--- src/rtl/mb32_acc_pkg.sv ---
// Shared types and constants for consumers of the mb32_top Booth multiplier.
// Covers the group accumulator state, default latencies/widths and product sign extension.
package mb32_acc_pkg;

   localparam int MB32_WIDTH   = 32;
   localparam int MB32_MUL_LAT = 2;
   localparam int MB32_ACC_W   = 80;
   localparam int MB32_PROD_W  = 2 * MB32_WIDTH;

   typedef enum logic [0:0] {
      IDLE = 1'b0,
      ACC  = 1'b1
   } acc_state_e;

   function automatic logic [MB32_ACC_W-1:0] sext_prod(input logic [MB32_PROD_W-1:0] product);
      return {{(MB32_ACC_W-MB32_PROD_W){product[MB32_PROD_W-1]}}, product};
   endfunction

endpackage

--- src/rtl/mb32_vld_dly.sv ---
// Delay line for operand-issue {valid,last} matched to the multiplier latency.
// Lets the multiplier stay control-free while its consumers still see aligned valid/last.
module mb32_vld_dly #(
   parameter int LAT = 2
) (
   input  logic clk,
   input  logic rst_n,
   input  logic in_valid,
   input  logic in_last,
   output logic d_valid,
   output logic d_last,
   output logic any_valid
);

   logic [LAT-1:0] vld_r;
   logic [LAT-1:0] lst_r;

   // shift valid and qualified last through LAT stages
   always_ff @(posedge clk or negedge rst_n) begin
      if (!rst_n) begin
         vld_r <= {LAT{1'b0}};
         lst_r <= {LAT{1'b0}};
      end else begin
         vld_r[0] <= in_valid;
         lst_r[0] <= in_last & in_valid;
         for (int i = 1; i < LAT; i++) begin
            vld_r[i] <= vld_r[i-1];
            lst_r[i] <= lst_r[i-1];
         end
      end
   end

   assign d_valid   = vld_r[LAT-1];
   assign d_last    = lst_r[LAT-1];
   assign any_valid = |vld_r;

endmodule

--- src/rtl/mb32_acc_stage.sv ---
// Group accumulator behind mb32_top: sums signed products per group and reports
// one registered result per group with a saturating term count and sticky overflow.
module mb32_acc_stage
   import mb32_acc_pkg::*;
#(
   parameter int WIDTH     = MB32_WIDTH,
   parameter int ACC_WIDTH = MB32_ACC_W,
   parameter int MUL_LAT   = MB32_MUL_LAT,
   parameter int CNT_W     = 16
) (
   input  logic                 CLK,
   input  logic                 RST,
   input  logic                 in_valid,
   input  logic                 in_last,
   input  logic [2*WIDTH-1:0]   product,
   output logic                 out_valid,
   output logic [ACC_WIDTH-1:0] out_sum,
   output logic [CNT_W-1:0]     out_count,
   output logic                 overflow,
   output logic                 busy
);

   localparam logic [CNT_W-1:0] CNT_ONE = {{(CNT_W-1){1'b0}}, 1'b1};
   localparam logic [CNT_W-1:0] CNT_MAX = {CNT_W{1'b1}};

   acc_state_e           state_r;
   acc_state_e           state_nxt_s;
   logic [ACC_WIDTH-1:0] acc_r;
   logic [CNT_W-1:0]     cnt_r;
   logic                 ovf_r;

   logic                 d_valid_s;
   logic                 d_last_s;
   logic                 dly_busy_s;
   logic [ACC_WIDTH-1:0] term_s;
   logic [ACC_WIDTH-1:0] add_s;
   logic                 add_ovf_s;
   logic [ACC_WIDTH-1:0] acc_nxt_s;
   logic [CNT_W-1:0]     cnt_nxt_s;
   logic                 ovf_nxt_s;
   logic                 report_s;

   mb32_vld_dly #(.LAT(MUL_LAT)) u_vld_dly (
      .clk       (CLK),
      .rst_n     (RST),
      .in_valid  (in_valid),
      .in_last   (in_last),
      .d_valid   (d_valid_s),
      .d_last    (d_last_s),
      .any_valid (dly_busy_s)
   );

   generate
      if (WIDTH == MB32_WIDTH && ACC_WIDTH == MB32_ACC_W) begin : g_pkg_sext
         assign term_s = sext_prod(product);
      end else begin : g_cast_sext
         assign term_s = ACC_WIDTH'($signed(product));
      end
   endgenerate

   // Overflow: operands agree in sign but the wrapped sum does not.
   assign add_s     = acc_r + term_s;
   assign add_ovf_s = (acc_r[ACC_WIDTH-1] == term_s[ACC_WIDTH-1]) &&
                      (add_s[ACC_WIDTH-1] != acc_r[ACC_WIDTH-1]);
   assign report_s  = d_valid_s & d_last_s;

   // state register
   always_ff @(posedge CLK or negedge RST) begin
      if (!RST) begin
         state_r <= IDLE;
      end else begin
         state_r <= state_nxt_s;
      end
   end

   // next-state decode on aligned valid/last
   always_comb begin
      state_nxt_s = state_r;
      case (state_r)
         IDLE: begin
            if (d_valid_s && !d_last_s) state_nxt_s = ACC;
            else                        state_nxt_s = IDLE;
         end
         ACC: begin
            if (d_valid_s && d_last_s) state_nxt_s = IDLE;
            else                       state_nxt_s = ACC;
         end
         default: state_nxt_s = IDLE;
      endcase
   end

   // datapath next values; IDLE always opens a fresh group from the incoming term
   always_comb begin
      acc_nxt_s = term_s;
      cnt_nxt_s = CNT_ONE;
      ovf_nxt_s = 1'b0;
      case (state_r)
         IDLE: begin
            acc_nxt_s = term_s;
            cnt_nxt_s = CNT_ONE;
            ovf_nxt_s = 1'b0;
         end
         ACC: begin
            acc_nxt_s = add_s;
            if (cnt_r == CNT_MAX) cnt_nxt_s = cnt_r;
            else                  cnt_nxt_s = cnt_r + CNT_ONE;
            ovf_nxt_s = ovf_r | add_ovf_s;
         end
         default: begin
            acc_nxt_s = term_s;
            cnt_nxt_s = CNT_ONE;
            ovf_nxt_s = 1'b0;
         end
      endcase
   end

   // accumulator registers advance only on an aligned valid term
   always_ff @(posedge CLK or negedge RST) begin
      if (!RST) begin
         acc_r <= {ACC_WIDTH{1'b0}};
         cnt_r <= {CNT_W{1'b0}};
         ovf_r <= 1'b0;
      end else if (d_valid_s) begin
         acc_r <= acc_nxt_s;
         cnt_r <= cnt_nxt_s;
         ovf_r <= ovf_nxt_s;
      end else begin
         acc_r <= acc_r;
         cnt_r <= cnt_r;
         ovf_r <= ovf_r;
      end
   end

   // report registers: one-cycle pulse, result fields held until the next report
   always_ff @(posedge CLK or negedge RST) begin
      if (!RST) begin
         out_valid <= 1'b0;
         out_sum   <= {ACC_WIDTH{1'b0}};
         out_count <= {CNT_W{1'b0}};
         overflow  <= 1'b0;
      end else begin
         out_valid <= report_s;
         if (report_s) begin
            out_sum   <= acc_nxt_s;
            out_count <= cnt_nxt_s;
            overflow  <= ovf_nxt_s;
         end else begin
            out_sum   <= out_sum;
            out_count <= out_count;
            overflow  <= overflow;
         end
      end
   end

   assign busy = (state_r == ACC) | dly_busy_s;

endmodule

--- config.mk ---
export PLATFORM = sky130hd
export DESIGN_NAME = mb32_acc_stage
export DESIGN_NICKNAME = d
export VERILOG_FILES = /design/src/rtl/mb32_acc_pkg.sv /design/src/rtl/mb32_vld_dly.sv /design/src/rtl/mb32_acc_stage.sv
export SDC_FILE = /design/constraint.sdc
export NUM_CORES = 1
export LEC_CHECK = 0
export CORE_MARGIN = 2
export CORE_UTILIZATION = 61
export CTS_CLUSTER_SIZE = 25
export DETAILED_ROUTE_END_ITERATION = 12
export PLACE_DENSITY = 0.87
export SLEW_MARGIN = 10
export SYNTH_ARGS = -nofsm -noshare
export SYNTH_HDL_FRONTEND = slang
export SYNTH_SLANG_ARGS = --single-unit
--- constraint.sdc ---
create_clock -name CLK -period 5.32 [get_ports CLK]
set_clock_uncertainty 0.2 [all_clocks]
set_input_delay 0.532 -clock CLK [delete_from_list [all_inputs] [get_ports CLK]]
set_output_delay 0.532 -clock CLK [all_outputs]
set_load 0.01 [all_outputs]
==> results.md, run 1 <==
- Final Cycle Share: 78.9%
- CTS tree: yes
- Vias per cell: 6.24
- Synth Area in Adders: 7.60%
- Via count: 12,200
- Num ports: 167
- Most frequent cells in the layout: a21oi_1 (198), dfrtp_1 (198), nand2_1 (187)
- WP data required: ~5.5 ns
- EDFF count, synth: 0
- Number of global-route vias before repair: 12,000
- Core area: around 22,000 um2
- H-tree levels: 4
- Minimum clock period: 4.20 ns
- Fin. Hold Viols: 0
- Synth top area cells: dfrtp_1 (37%), ha_1 (7.4%), a21oi_1 (7.4%), nand2_1 (5.2%), mux2i_1 (4.9%)
- Antenna Nets Post-Route: 0
- Die area: 23,200 um2
- Largest family of logic cells by synthesized area: compound AO/OA/AOI/OAI gates
- Sink Count: 200
- Num CTS Buffers: 17
- Post-Synthesis Cells: roughly 1,600
- Rows: 54
- Seq cells post-synth: 200
- Chip height: 152 um
- Yosys cell types: 82
- Leading area contributor after synthesis: dfrtp_1
- P_leak: around 7 nW
- Syn nets: 1,715
- Largest fanout on the critical path: 4
- Worst vdd ir: ~0.37 mV
- Initial antenna violation count: 0
- N_diodes: 0
- Critical path class: in -> reg
- Slew at the pin with the worst max-slew slack: 0.976 ns
- Fin nets: ~1,800
- Reg2Reg Setup Slack: 1.30 ns
- Final GP Congestion: roughly 0.94
- Die Wd: about 150 um
- Asr flop ratio synth: 100%
- DRC viols: 0
- Synth top area share: between 30% and 40%
- Pwr per Cell Area: 612 nW/um2
- First-pass GRT wire length: approximately 60,000 um
- Total power: 0.00964 W
- Synthesized area: 13,400 um2
- Fin worst setup slack: between 1 and 1.5 ns
- DP HPWL: roughly 26,000 um
- Initial core utilization: between 60% and 70%
- Outcome: finished, final reports clean
- Hold Path Class: reg -> reg
- Total Wirelength: 36,000 um
- Initial DRC count: 825
- CP startpoint kind: input pin
- YS warnings: 0
- Final setup fails: 0
- I/O Buffers: 166
- CTS root buf: clkbuf_16
- RSZ-0062 raised after global routing: false
- Latest clock arrival within the worst-skew pair: 0.45 ns
- Pre-CTS setup slack: 0.793 ns
- Gr usage total: 31.1%
- XOR/XNOR Fraction of Synth Area: around 5.2%
- Synth Area in Compound Gates: between 20% and 30%
- Reg clk slew, reported paths: 0.08 ns
- Layout cells sized above 1: 4.84%
- Fin. max-slew vios: 0
- Per-cell routed wire length: 18.5 um
- Area grow syn2layout: 17.1%
- Sequential-to-total area share from yosys stat: 37.2%
- Max Cap Violations: 0
- Fin Setup TNS: 0 ns
- Drt first pass iters: 7
- Highest clock rate: 238 MHz
- Largest net degree at the start of global routing: 113
- Crit path arrival time: 4.36 ns
- Synthesized area per cell: 8.58 um2
- Main synth FF type: dfrtp_1
- Clock Path Buffers: 2
- Post-synthesis simple-gate area fraction: 16.4%
- CP Capture Type: register
- Filler cell count: 1,682
- Remaining global-route overflow: 0
- Mux cell area share after synthesis: 5.42%
- Slew HR: 34.9%
- Post-cts resize count: 0
## cell usage after synthesis (26+ instances only)
master / instances
inv_1: 26
xor2_1: 27
mux2i_1: 66
a21o_1: 47
clkbuf_1: 83
dfrtp_1: 200
nand4_1: 35
a31oi_1: 27
a21oi_1: 198
nor2_1: 142
o21ai_0: 110
ha_1: 80
nand2_1: 188
xnor2_1: 53
## final timing paths
| check | startpoint | to | cells past startpoint |
|---|---|---|---|
| hold reg to reg | u_vld_dly.vld_r[0] | u_vld_dly.vld_r[1] | 0 |
| setup / recovery | product[0] | out_sum[50] | 14 |
| setup reg to reg | acc_r[3] | acc_r[49] | 12 |
| hold / removal | u_vld_dly.vld_r[0] | u_vld_dly.vld_r[1] | 0 |
| max in group asynchronous | RST | out_sum[62] | 3 |
| min in group asynchronous | RST | out_sum[3] | 2 |
## per-stage QoR
| step | hold WS [ns] | cell area [um2] | util, % | std cells |
|---|---|---|---|---|
| finish | 0.200 | 15700 | 72.3 | 1952 |
| global route | 0.212 | 15700 | 72.3 | 1952 |
| CTS | 0.192 | 15700 | 72.3 | 1952 |
| detailed placement | 0.174 | 15100 | 69.6 | 1919 |
| global placement | 0.167 | 15100 | 69.6 | 1919 |
| floorplan | 0.0364 | 13400 | - | 1566 |
## critical path: stages
cell and delay, ns:
clkdlybuf4s50_1 0.44, ha_1 0.25, fa_1 0.44, a211oi_2 0.23, o21ai_2 0.13, o211a_1 0.27
or3b_2 0.54, a41oi_2 0.24, a2111o_1 0.21, a21boi_1 0.20, a31oi_1 0.36, xnor2_1 0.17
mux2i_1 0.12, o21ai_0 0.21
## timing repair
action                                 CTS  global route
buffers inserted                         0             0
hold buffers                             1             0
endpoints found under the hold margin   88             0
## registers in the layout, summed over array words and instances, names as in the netlist, named ones only
register and count:
acc_r 80, out_sum 80, cnt_r 16, out_count 16
u_vld_dly.lst_r 2, u_vld_dly.vld_r 2, out_valid 1, overflow 1
ovf_r 1
## cell type report
class	instances	area [um2]	area share, %
flip-flops and latches	200	5010	31.8
inverters	28	105	0.668
multi-input cells	1236	7930	50.4
clock inverters	13	129	0.819
clock buffers	19	453	2.88
repair buffers	176	1760	11.2
well taps	280	350	2.23
## where the power goes
group          switching, W  internal [W]  leakage [nW]
sequential         0.000444       0.00217          2.41
clock              0.000650      0.000649         0.287
combinational       0.00320       0.00252          4.33
## kinds of logic (layout without fill, tap and decap cells)
family | count (synthesis) | in the layout
multiplexers | 72 | 72
adder cells (fa/ha/maj) | 81 | 81
AO/OA/AOI/OAI | 519 | 519
flip-flops | 200 | 200
buffers and inverters | 130 | 236
XOR/XNOR | 80 | 80
AND/OR/NAND/NOR | 484 | 484
## metal layers
layer / vias to the layer above / global-route usage, % / wire length, um
met5: - / 0 / 0
met1: 5771 / 42.1 / 15800
met3: 94 / 4.18 / 2120
met4: 0 / 11.6 / 1070
li1: 5838 / - / -
met2: 473 / 51.4 / 17100
Note: power is estimated with default switching activity, not from simulation.
==> inputs of run 2 (changes only) <==
--- a/config.mk
+++ b/config.mk
@@ -6,10 +6,10 @@
 export NUM_CORES = 1
 export LEC_CHECK = 0
 export CORE_MARGIN = 2
-export CORE_UTILIZATION = 61
+export CORE_UTILIZATION = 52
 export CTS_CLUSTER_SIZE = 25
 export DETAILED_ROUTE_END_ITERATION = 12
-export PLACE_DENSITY = 0.87
+export PLACE_DENSITY = 0.78
 export SLEW_MARGIN = 10
 export SYNTH_ARGS = -nofsm -noshare
 export SYNTH_HDL_FRONTEND = slang
==> constraint.sdc (replaced) <==
create_clock -name CLK -period 3.75 [get_ports CLK]
set_clock_uncertainty 0.2 [all_clocks]
set_input_delay 0.375 -clock CLK [delete_from_list [all_inputs] [get_ports CLK]]
set_output_delay 0.375 -clock CLK [all_outputs]
set_load 0.01 [all_outputs]
==> results.md, run 2 (synthesis results as in run 1) <==
- Final core utilization: 69.1% (was 72.3%)
- Total Wirelength: 38,500 um (was 36,000 um)
- Pwr per Cell Area: 873 nW/um2 (was 612 nW/um2)
- H-tree levels: 4 (unchanged)
- Most common cell after layout, fill and taps aside: dfrtp_1
- Max Cap Violations: 0 (unchanged)
- Die area: 27,200 um2 (was 23,200 um2)
- Critical path class: reg -> reg (was in -> reg)
- Fin nets: 1,997 (was 1,808)
- CTS tree: yes (unchanged)
- I/O Buffers: 166 (unchanged)
- Layout cells sized above 1: 15.7% (was 4.84%)
- Largest net degree at the start of global routing: 112 (was 113)
- Vias per cell: 5.82 (was 6.24)
- Latest clock arrival within the worst-skew pair: 0.45 ns (about the same)
- Outcome: finished, final reports clean (unchanged)
- Final GP Congestion: 0.959 (was 0.944)
- Area of the multi-input gates: 8160 um2 (was 7930 um2)
- CP startpoint kind: register (was input pin)
- Highest clock rate: 267 MHz
- Final setup fails: 0 (unchanged)
- Gr usage total: 29.1% (was 31.1%)
- Biggest regs: acc_r: 80 flops, out_sum: 80 flops (unchanged)
- Inst Count DP: 2,157 (was 1,919)
- Fin. max-slew vios: 0 (unchanged)
- WP data required: 3.88 ns (was 5.48 ns)
- Via count: 12,800 (was 12,200)
- Final Cycle Share: between 90% and 100%
- Largest fanout on the critical path: 4 (unchanged)
- Finished Layout Cells: 2,192 (was 1,952)
- Remaining global-route overflow: 0 (unchanged)
- First-pass GRT wire length: 63,300 um (was 60,000 um)
- CTS root buf: clkbuf_16 (unchanged)
- Core area: 25,300 um2 (was 21,800 um2)
- Clock Path Buffers: 2 (unchanged)
- DRC viols: 0 (unchanged)
- Rows: 58 (was 54)
- Per-cell routed wire length: 17.6 um (was 18.5 um)
- RSZ-0062 raised after global routing: true (was false)
- Minimum clock period: 3.74 ns
- Initial core utilization: 53.2% (was 61.8%)
- Sink Count: 200 (unchanged)
- Num CTS Buffers: 17 (unchanged)
- Hold Path Class: reg -> reg (unchanged)
- DP HPWL: 28,500 um (was 26,200 um)
- Most frequent cells in the layout: dfrtp_1 (198), buf_4 (196), a21oi_1 (194) (was a21oi_1 (198), dfrtp_1 (198), nand2_1 (187))
- P_leak: 7.99 nW (was 7.03 nW)
- Flop pwr share: 24.3% (was 27.1%)
- Slew HR: 25.9% (was 34.9%)
- Initial antenna violation count: 1 (was 0)
- Chip height: 165 um (was 152 um)
- Antenna Nets Post-Route: 0 (unchanged)
- Worst vdd ir: 0.414 mV (was 0.365 mV)
- Reg clk slew, reported paths: 0.08 ns (about the same)
- Initial DRC count: 1,040 (was 825)
- Sw Ratio: 42.6% (was 44.6%)
- Fin. Hold Viols: 0 (unchanged)
- CP Capture Type: register (unchanged)
- Die Wd: 165 um (was 152 um)
- Filler cell count: 2,026 (was 1,682)
- P_sw: 0.00648 W (was 0.00430 W)
- Drt first pass iters: 7 (unchanged)
- Fin area: 17,400 um2 (was 15,700 um2)
- Area grow syn2layout: 29.8% (was 17.1%)
- Combinational cell fraction of total power: 63.7% (was 59.4%)
- Power share of the clock group: 12.0% (was 13.5%)
- Crit path arrival time: 3.87 ns (was 4.36 ns)
- Number of global-route vias before repair: 12,600 (was 12,000)
- Internal Power: 0.00875 W (was 0.00534 W)
- Post-DP Area: 16,600 um2 (was 15,100 um2)
- Num ports: 167 (unchanged)
- Slew at the pin with the worst max-slew slack: 1.11 ns (was 0.976 ns)
- Register Area: 5010 um2 (unchanged)
==> run 2: path summary, 6_finish.rpt <==
| kind | startpoint | end | slack [ns] | depth (start not counted) |
|---|---|---|---|---|
| worst max-delay path | acc_r[0] | acc_r[72] | 0.01 | 13 |
| worst min-delay path | u_vld_dly.lst_r[0] | u_vld_dly.lst_r[1] | 0.16 | 0 |
| worst max register to register | acc_r[0] | acc_r[72] | 0.01 | 13 |
| worst min register to register | u_vld_dly.lst_r[0] | u_vld_dly.lst_r[1] | 0.16 | 0 |
| max in group asynchronous | RST | acc_r[59] | 2.15 | 3 |
| min in group asynchronous | RST | out_sum[11] | 0.33 | 2 |
==> run 2: area by class of cell <==
class                           instances  area share (%)
Clock buffer                           18            2.46
Multi-Input combinational cell       1236            46.8
Sequential cell                       200            28.7
Clock inverter                         14           0.775
Antenna cell                            1          0.0143
Inverter                               28           0.603
Timing Repair Buffer                  365            18.3
Tap cell                              330            2.37
==> run 2: critical path, cell delays in order (launching register included) <==
cell	delay [ns]
dfrtp_1	0.41
ha_4	0.19
fa_2	0.38
a211oi_2	0.25
o21ai_2	0.10
o211a_1	0.27
or4_4	0.53
nand3_4	0.14
nand3_4	0.10
a311oi_4	0.26
o31a_4	0.24
o31ai_2	0.08
xor2_1	0.18
a221o_1	0.31
==> run 2: timing repair <==
| item | CTS | global route |
|---|---|---|
| endpoints found under the setup margin | 30 | 69 |
| hold buffers | 1 | 0 |
| gates resized for setup | 7 | 33 |
| pin swaps | 4 | 23 |
| setup buffers | 0 | 2 |
| endpoints found under the hold margin | 79 | 0 |
==> run 2: per-stage QoR <==
stage / setup slack [ns] / total power [W] / hold slack [ns] / TNS, ns
floorplan: 0.194 / 0.00919 / -0.121 / 0
global placement: -0.464 / 0.0128 / 0.134 / -22.32
detailed placement: -0.570 / 0.0130 / 0.149 / -29.28
CTS: 0.0115 / 0.0150 / 0.165 / 0
global route: -0.0724 / 0.0164 / 0.175 / -0.443
finish: 0.00978 / 0.0152 / 0.158 / 0
==> run 2: power by group through the flow <==
stage | Clock [W] | Sequential (W) | Combinational [W]
5_1_grt | 0.00194 | 0.00381 | 0.0107
2_1_floorplan | 0 | 0.00376 | 0.00544
6_report | 0.00183 | 0.00370 | 0.00969
4_1_cts | 0.00185 | 0.00369 | 0.00944
3_3_place_gp | 0 | 0.00368 | 0.00916
3_5_place_dp | 0 | 0.00372 | 0.00933
==> run 2: layer usage <==
layer | global-route usage [%] | share of wire (%) | wire [um]
met1 | 40.0 | 46 | 17800
met4 | 8.85 | 2.1 | 819
met3 | 4.09 | 5.3 | 2030
met5 | 0 | 0 | 0
met2 | 47.7 | 46 | 17800
==> patch 1 (settings of run 2) <==
Set the package constant `MB32_WIDTH` to 40 (it was 32).
--- a/src/rtl/mb32_acc_pkg.sv
+++ b/src/rtl/mb32_acc_pkg.sv
@@ -3,5 +3,5 @@
 package mb32_acc_pkg;
 
-   localparam int MB32_WIDTH   = 32;
+   localparam int MB32_WIDTH   = 40;
    localparam int MB32_MUL_LAT = 2;
    localparam int MB32_ACC_W   = 80;
Ports: changed (resized product); port bits go from 167 to 183. The function was not compared with the original's and may differ.
==> patch 1 against run 2 <==
Hold slack better by 0.0069 ns; final area is 1.1% higher; synthesized cell count hardly changed; worst setup slack worse by 0.0059 ns; sequential cell count stayed put; global-route usage is 0.18 points lower; synthesized area is 0.90% lower; non-clock buffer count is 16 higher; wire length is 0.63% higher; highest routed layer unchanged; power is 0.18% higher; largest power group unchanged.
==> patch 1: results (changes against run 2) <==
- Initial antenna violation count: 1 (unchanged)
- P_leak: 8.082 nW (+1.2%)
- GR Overflow Total: 0 (unchanged)
- CTS buffer count: 17 (unchanged)
- Worst Path Arrival: 3.81 ns (-0.06 ns)
- Worst skew pair latency: 0.45 ns (about the same)
- Proportion of layout cells with a drive suffix above 1: 16.18% (+0.44 points)
- Commonest cells in the netlist: 202 x a21oi_1, 200 x dfrtp_1, 196 x nand2_1, 138 x o21ai_0, 134 x nor2_1
- Fin nets: 2,037 (+2.0%)
- Drt pass-1 iters: 8 (+1)
- H-tree Lvls: 4 (unchanged)
- Gr usage total: 28.88% (-0.18 points)
- Synth cell types: 73 (-11%)
- Post-synthesis sequential area ratio: 37.57% (+0.34 points)
- Routed Antenna Nets: 0 (unchanged)
- Initial DRC count: 870 (-16%)
- Worst VDD drop: 0.4202 mV (+1.6%)
- Synth area leaders: dfrtp_1 38%, a21oi_1 7.6%, ha_1 7.5%
- Outcome: finished, final reports clean
- Hold Fails Final Rpt: 0 (unchanged)
- HPWL Detailed: 28,300 um (-0.71%)
- Final instance area: 17,630 um^2 (+1.1%)
- Biggest regs: acc_r (80), out_sum (80)
- First-pass GRT wire length: 62,740 um (-0.88%)
- Setup Slack @ Placement: -0.6702 ns (-0.1002 ns)
- Maximum clock insertion buffer count: 2 (unchanged)
- Slowest CP cell: or4b_4
- Syn. warnings: 0 (unchanged)
- IO Port Bufs: 182 (+9.6%)
- Switch Pwr: 6.506 mW (+0.39%)
- CP Max Fanout: 3 (-1)
- Yosys top cell area share: 37.57% (+0.34 points)
- Min-delay worst type: reg -> reg
- RePlAce Congestion: 0.9370 (-2.3%)
- Post-DR vias/cell: 5.828 (+0.10%)
- FFs w/ async S/R, synth: 100.0% (unchanged)
- Slowest stage delay, CP: 0.59 ns (+0.06 ns)
- Post-synth net total: 1,732 (+0.99%)
- Vias in the first global route: 12,820 (+1.3%)
- Final WL: 38,770 um (+0.63%)
- Largest net degree at the start of global routing: 175 (+56%)
- Fill cell count: 1,967 (-2.9%)
- Fin. max-slew vios: 0 (unchanged)
- Clk slew on worst S/H paths: 0.08 ns (about the same)
- Placed Area: 16,630 um^2 (about the same)
- Root buffer cell: clkbuf_16
- Slew HR: 21.35% (-4.5 points)
## patch 1: worst paths after layout
check,start,to,slack (ns),cells past startpoint
worst min-delay path,u_vld_dly.lst_r[0],u_vld_dly.lst_r[1],0.16,0
min in group asynchronous,RST,out_sum[0],0.33,2
worst max register to register,acc_r[8],out_sum[61],0.01,13
worst min register to register,u_vld_dly.lst_r[0],u_vld_dly.lst_r[1],0.16,0
max in group asynchronous,RST,async pin,1.92,3
worst max-delay path,product[10],out_sum[61],0.004,14
## patch 1: cell type report
| class | instances | share of cell area (%) |
|---|---|---|
| diodes | 1 | 0.01420 |
| clock inverters | 15 | 1.157 |
| clock buffers | 17 | 2.413 |
| inverters | 31 | 0.6601 |
| repair buffers | 381 | 19.07 |
| flip-flops and latches | 200 | 28.44 |
| well taps | 330 | 2.342 |
| multi-input cells | 1241 | 45.91 |
## patch 1: worst max-delay path: cells and delay by family
kind            cells  cell delay, ns
fa+ha+maj           1            0.30
xor+xnor            1            0.13
compound gates      5            1.05
mux                 1            0.22
simple gates        4            1.02
buf+inv             2            0.70
## patch 1: cell families after synthesis
group / share of synthesized area, %
AO/OA/AOI/OAI: 23.36
XOR/XNOR: 5.194
adder cells (fa/ha/maj): 7.665
buffers and inverters: 3.635
flip-flops: 37.57
multiplexers: 6.115
AND/OR/NAND/NOR: 16.46
## patch 1: routing by layer
layer  vias to the layer above  GRT usage [%]  wire [um]
li1                       6236              -          -
met1                      6197          38.78      17390
met2                       422          48.45      18600
met3                        60          4.899       2107
met4                         0          7.616        671
met5                         -              0          0
## patch 1: timing repair
item                                   4_1_cts  5_1_grt
setup buffers                                0       11
setup endpoints to repair                   37       57
pin swaps                                    1       30
endpoints found under the hold margin       82        0
hold buffers                                 1        0
resized for setup                            9       52
## patch 1: per-stage QoR
stage / cells / hold slack (ns)
final: 2216 / 0.1649
after global routing: 2215 / 0.1712
after detailed placement: 2171 / 0.1523
after floorplan: 1567 / -0.1206
after global placement: 2171 / 0.1379
after CTS: 2204 / 0.1702
## patch 1: power groups by stage
stage / Clock, mW / Sequential [mW] / Combinational [mW]
after CTS: 2.00 / 3.68 / 9.20
after floorplan: 0 / 3.77 / 5.23
after global routing: 2.08 / 3.80 / 10.5
final: 1.97 / 3.69 / 9.59
after detailed placement: 0 / 3.70 / 9.09
after global placement: 0 / 3.66 / 8.91
==> patch 2 (flow settings as in run 2) <==
Without the edit above. Add an input register stage for `product`, cleared by the reset; this delays it by one clock. The other inputs are not delayed to match.
--- a/src/rtl/mb32_acc_stage.sv
+++ b/src/rtl/mb32_acc_stage.sv
@@ -23,4 +23,14 @@
    localparam logic [CNT_W-1:0] CNT_ONE = {{(CNT_W-1){1'b0}}, 1'b1};
    localparam logic [CNT_W-1:0] CNT_MAX = {CNT_W{1'b1}};
+
+   logic [2*WIDTH-1:0] product_q;
+
+   always_ff @(posedge CLK or negedge RST) begin
+      if (!RST) begin
+         product_q <= '0;
+      end else begin
+         product_q <= product;
+      end
+   end
 
    acc_state_e           state_r;
@@ -53,7 +63,7 @@
    generate
       if (WIDTH == MB32_WIDTH && ACC_WIDTH == MB32_ACC_W) begin : g_pkg_sext
-         assign term_s = sext_prod(product);
+         assign term_s = sext_prod(product_q);
       end else begin : g_cast_sext
-         assign term_s = ACC_WIDTH'($signed(product));
+         assign term_s = ACC_WIDTH'($signed(product_q));
       end
    endgenerate
Behaviour: not the same (Yosys sat finds a counterexample within 4 cycles, from zero or initial values and one cycle with RST low).
==> patch 2 against run 2 <==
Critical path depth stayed put; power rose by 3.4%; largest cell class unchanged; critical endpoint is now acc_r[70]; wire length up 10%; count of clock-buffer cells in the layout increased by 26; largest power group unchanged; worst setup slack better by 0.088 ns; final area rose by 6.4%; sequential cell count up 64; highest routed layer unchanged; synthesized area is 13% higher; critical path type unchanged.
==> patch 2: results (changes against run 2) <==
- Finished Core Util: 64.48% (-4.6 points)
- Root buffer cell: clkbuf_16
- H-tree Lvls: 1 (-3)
- Vias after detailed routing: 13,220 (+3.6%)
- Worst Path Arrival: 3.85 ns (-0.02 ns)
- Drt pass-1 iters: 6 (-1)
- Slowest CP cell: ha_2
- Placed Area: 17,520 um^2 (+5.3%)
- Min-delay worst type: in -> reg
- Gr usage total: 27.78% (-1.3 points)
- Post-synthesis sequential area ratio: 43.41% (+6.2 points)
- Commonest cells in the netlist: 264 x dfrtp_1, 206 x nand2_1, 174 x a21oi_1, 150 x nor2_1, 138 x o21ai_0
- Outcome: finished, final reports clean
- FFs w/ async S/R, synth: 100.0% (unchanged)
- Crit path max-delay family: compound AO/OA/AOI/OAI gates
- Origin of the critical flop-to-flop path: acc_r[54]
- Type of the worst setup path: reg -> reg
- CP Max Fanout: 7 (+3)
- CTS buffer count: 28 (+11)
- RR Endpoint: acc_r[70]
- Largest net degree at the start of global routing: 154 (+38%)
- # diodes: 0 (-1)
- Initial DRC count: 941 (-9.5%)
- R2r worst-path depth: 13 (unchanged)
- Main flop type after synthesis: dfrtp_1
- Syn. warnings: 0 (unchanged)
- Worst VDD drop: 0.4998 mV (+21%)
- Synth cell types: 78 (-4.9%)
- First-pass GRT wire length: 68,860 um (+8.8%)
- Maximum clock insertion buffer count: 3 (+1)
- Initial antenna violation count: 0 (-1)
- R2R setup slack: 0.1 ns (+0.09 ns)
- Post-Syn Area per Cell: 9.117 um^2 (+6.2%)
- Post-synth net total: 1,818 (+6.0%)
- RePlAce Congestion: 0.9667 (+0.83%)
- Slowest stage delay, CP: 0.41 ns (-0.12 ns)
- HPWL Detailed: 31,390 um (+10%)
- P_leak: 8.214 nW (+2.8%)
- Synth area leaders: dfrtp_1 43%, ha_1 6.6%, a21oi_1 5.7%
- Post-DR vias/cell: 5.910 (+1.5%)
- Worst skew pair latency: 0.55 ns (+0.10 ns)
- Fin nets: 1,983 (-0.70%)
- IO Port Bufs: 166 (unchanged)
- Biggest regs: acc_r (80), out_sum (80), product_q (64)
- WL/cell: 19.01 um (+8.2%)
- Slew HR: 47.11% (+21 points)
- Internal: 9.186 mW (+5.0%)
- Proportion of layout cells with a drive suffix above 1: 10.09% (-5.7 points)
- Placed Cells: 2,185 (+1.3%)
- Clk slew on worst S/H paths: 0.06 ns (-0.02 ns)
-- patch 2: area by class of cell --
type | instances | area (um^2)
fillers | 2380 | 10220
flip-flops and latches | 264 | 6614
well taps | 384 | 480.5
clock buffers | 44 | 852.1
repair buffers | 238 | 2247
clock inverters | 5 | 40.04
inverters | 23 | 86.33
multi-input cells | 1279 | 8237
-- patch 2: kinds of logic after synthesis --
group,after synthesis,synth area share [%]
AOI/OAI and AO/OA,485,19.54
xor gates and xnor gates,76,4.374
adders and majority gates,81,6.709
buffers and inverters,126,3.289
DFF,264,43.41
muxes,91,6.200
and+or+nand+nor,546,16.47
-- patch 2: worst min-delay path by stage --
stage | from | endpoint | slack [ns] | cells after the start
6_report | product[60] | product_q[60] | 0.06 | 1
5_1_grt | product[60] | product_q[60] | 0.05 | 1
4_1_cts | product[11] | product_q[11] | 0.04 | 1
3_5_place_dp | u_vld_dly.lst_r[0] | u_vld_dly.lst_r[1] | 0.14 | 0
3_3_place_gp | u_vld_dly.lst_r[0] | u_vld_dly.lst_r[1] | 0.13 | 0
2_1_floorplan | RST | async pin | -0.12 | 0
-- patch 2: through the flow --
| step | hold slack, ns | setup slack [ns] |
|---|---|---|
| 2_1_floorplan | -0.1206 | 0.4321 |
| 3_3_place_gp | 0.1334 | -0.01997 |
| 3_5_place_dp | 0.1418 | -0.08724 |
| 4_1_cts | 0.04172 | 0.001699 |
| 5_1_grt | 0.04814 | -0.05399 |
| 6_report | 0.06089 | 0.09807 |
-- patch 2: routing by layer --
metal	track usage (%)	wire, um	up-vias
li1	-	-	6305
met1	37.34	18430	6403
met2	46.08	20380	404
met3	3.634	2039	108
met4	10.42	1680	0
met5	0	0	-
-- patch 2: repair_timing --
item | in CTS | in global routing
setup buffers | 0 | 2
hold buffers | 1 | 0
pin swaps | 0 | 4
setup endpoints to repair | 5 | 27
hold endpoints to repair | 95 | 0
gates resized for setup | 2 | 28
-- patch 2: power by group through the flow --
stage | clock, mW | combinational [mW] | sequential (mW)
floorplan | 0 | 5.31 | 4.45
global placement | 0 | 8.33 | 4.39
detailed placement | 0 | 8.42 | 4.43
CTS | 2.72 | 8.50 | 4.40
global route | 2.84 | 9.51 | 4.52
finish | 2.68 | 8.65 | 4.41
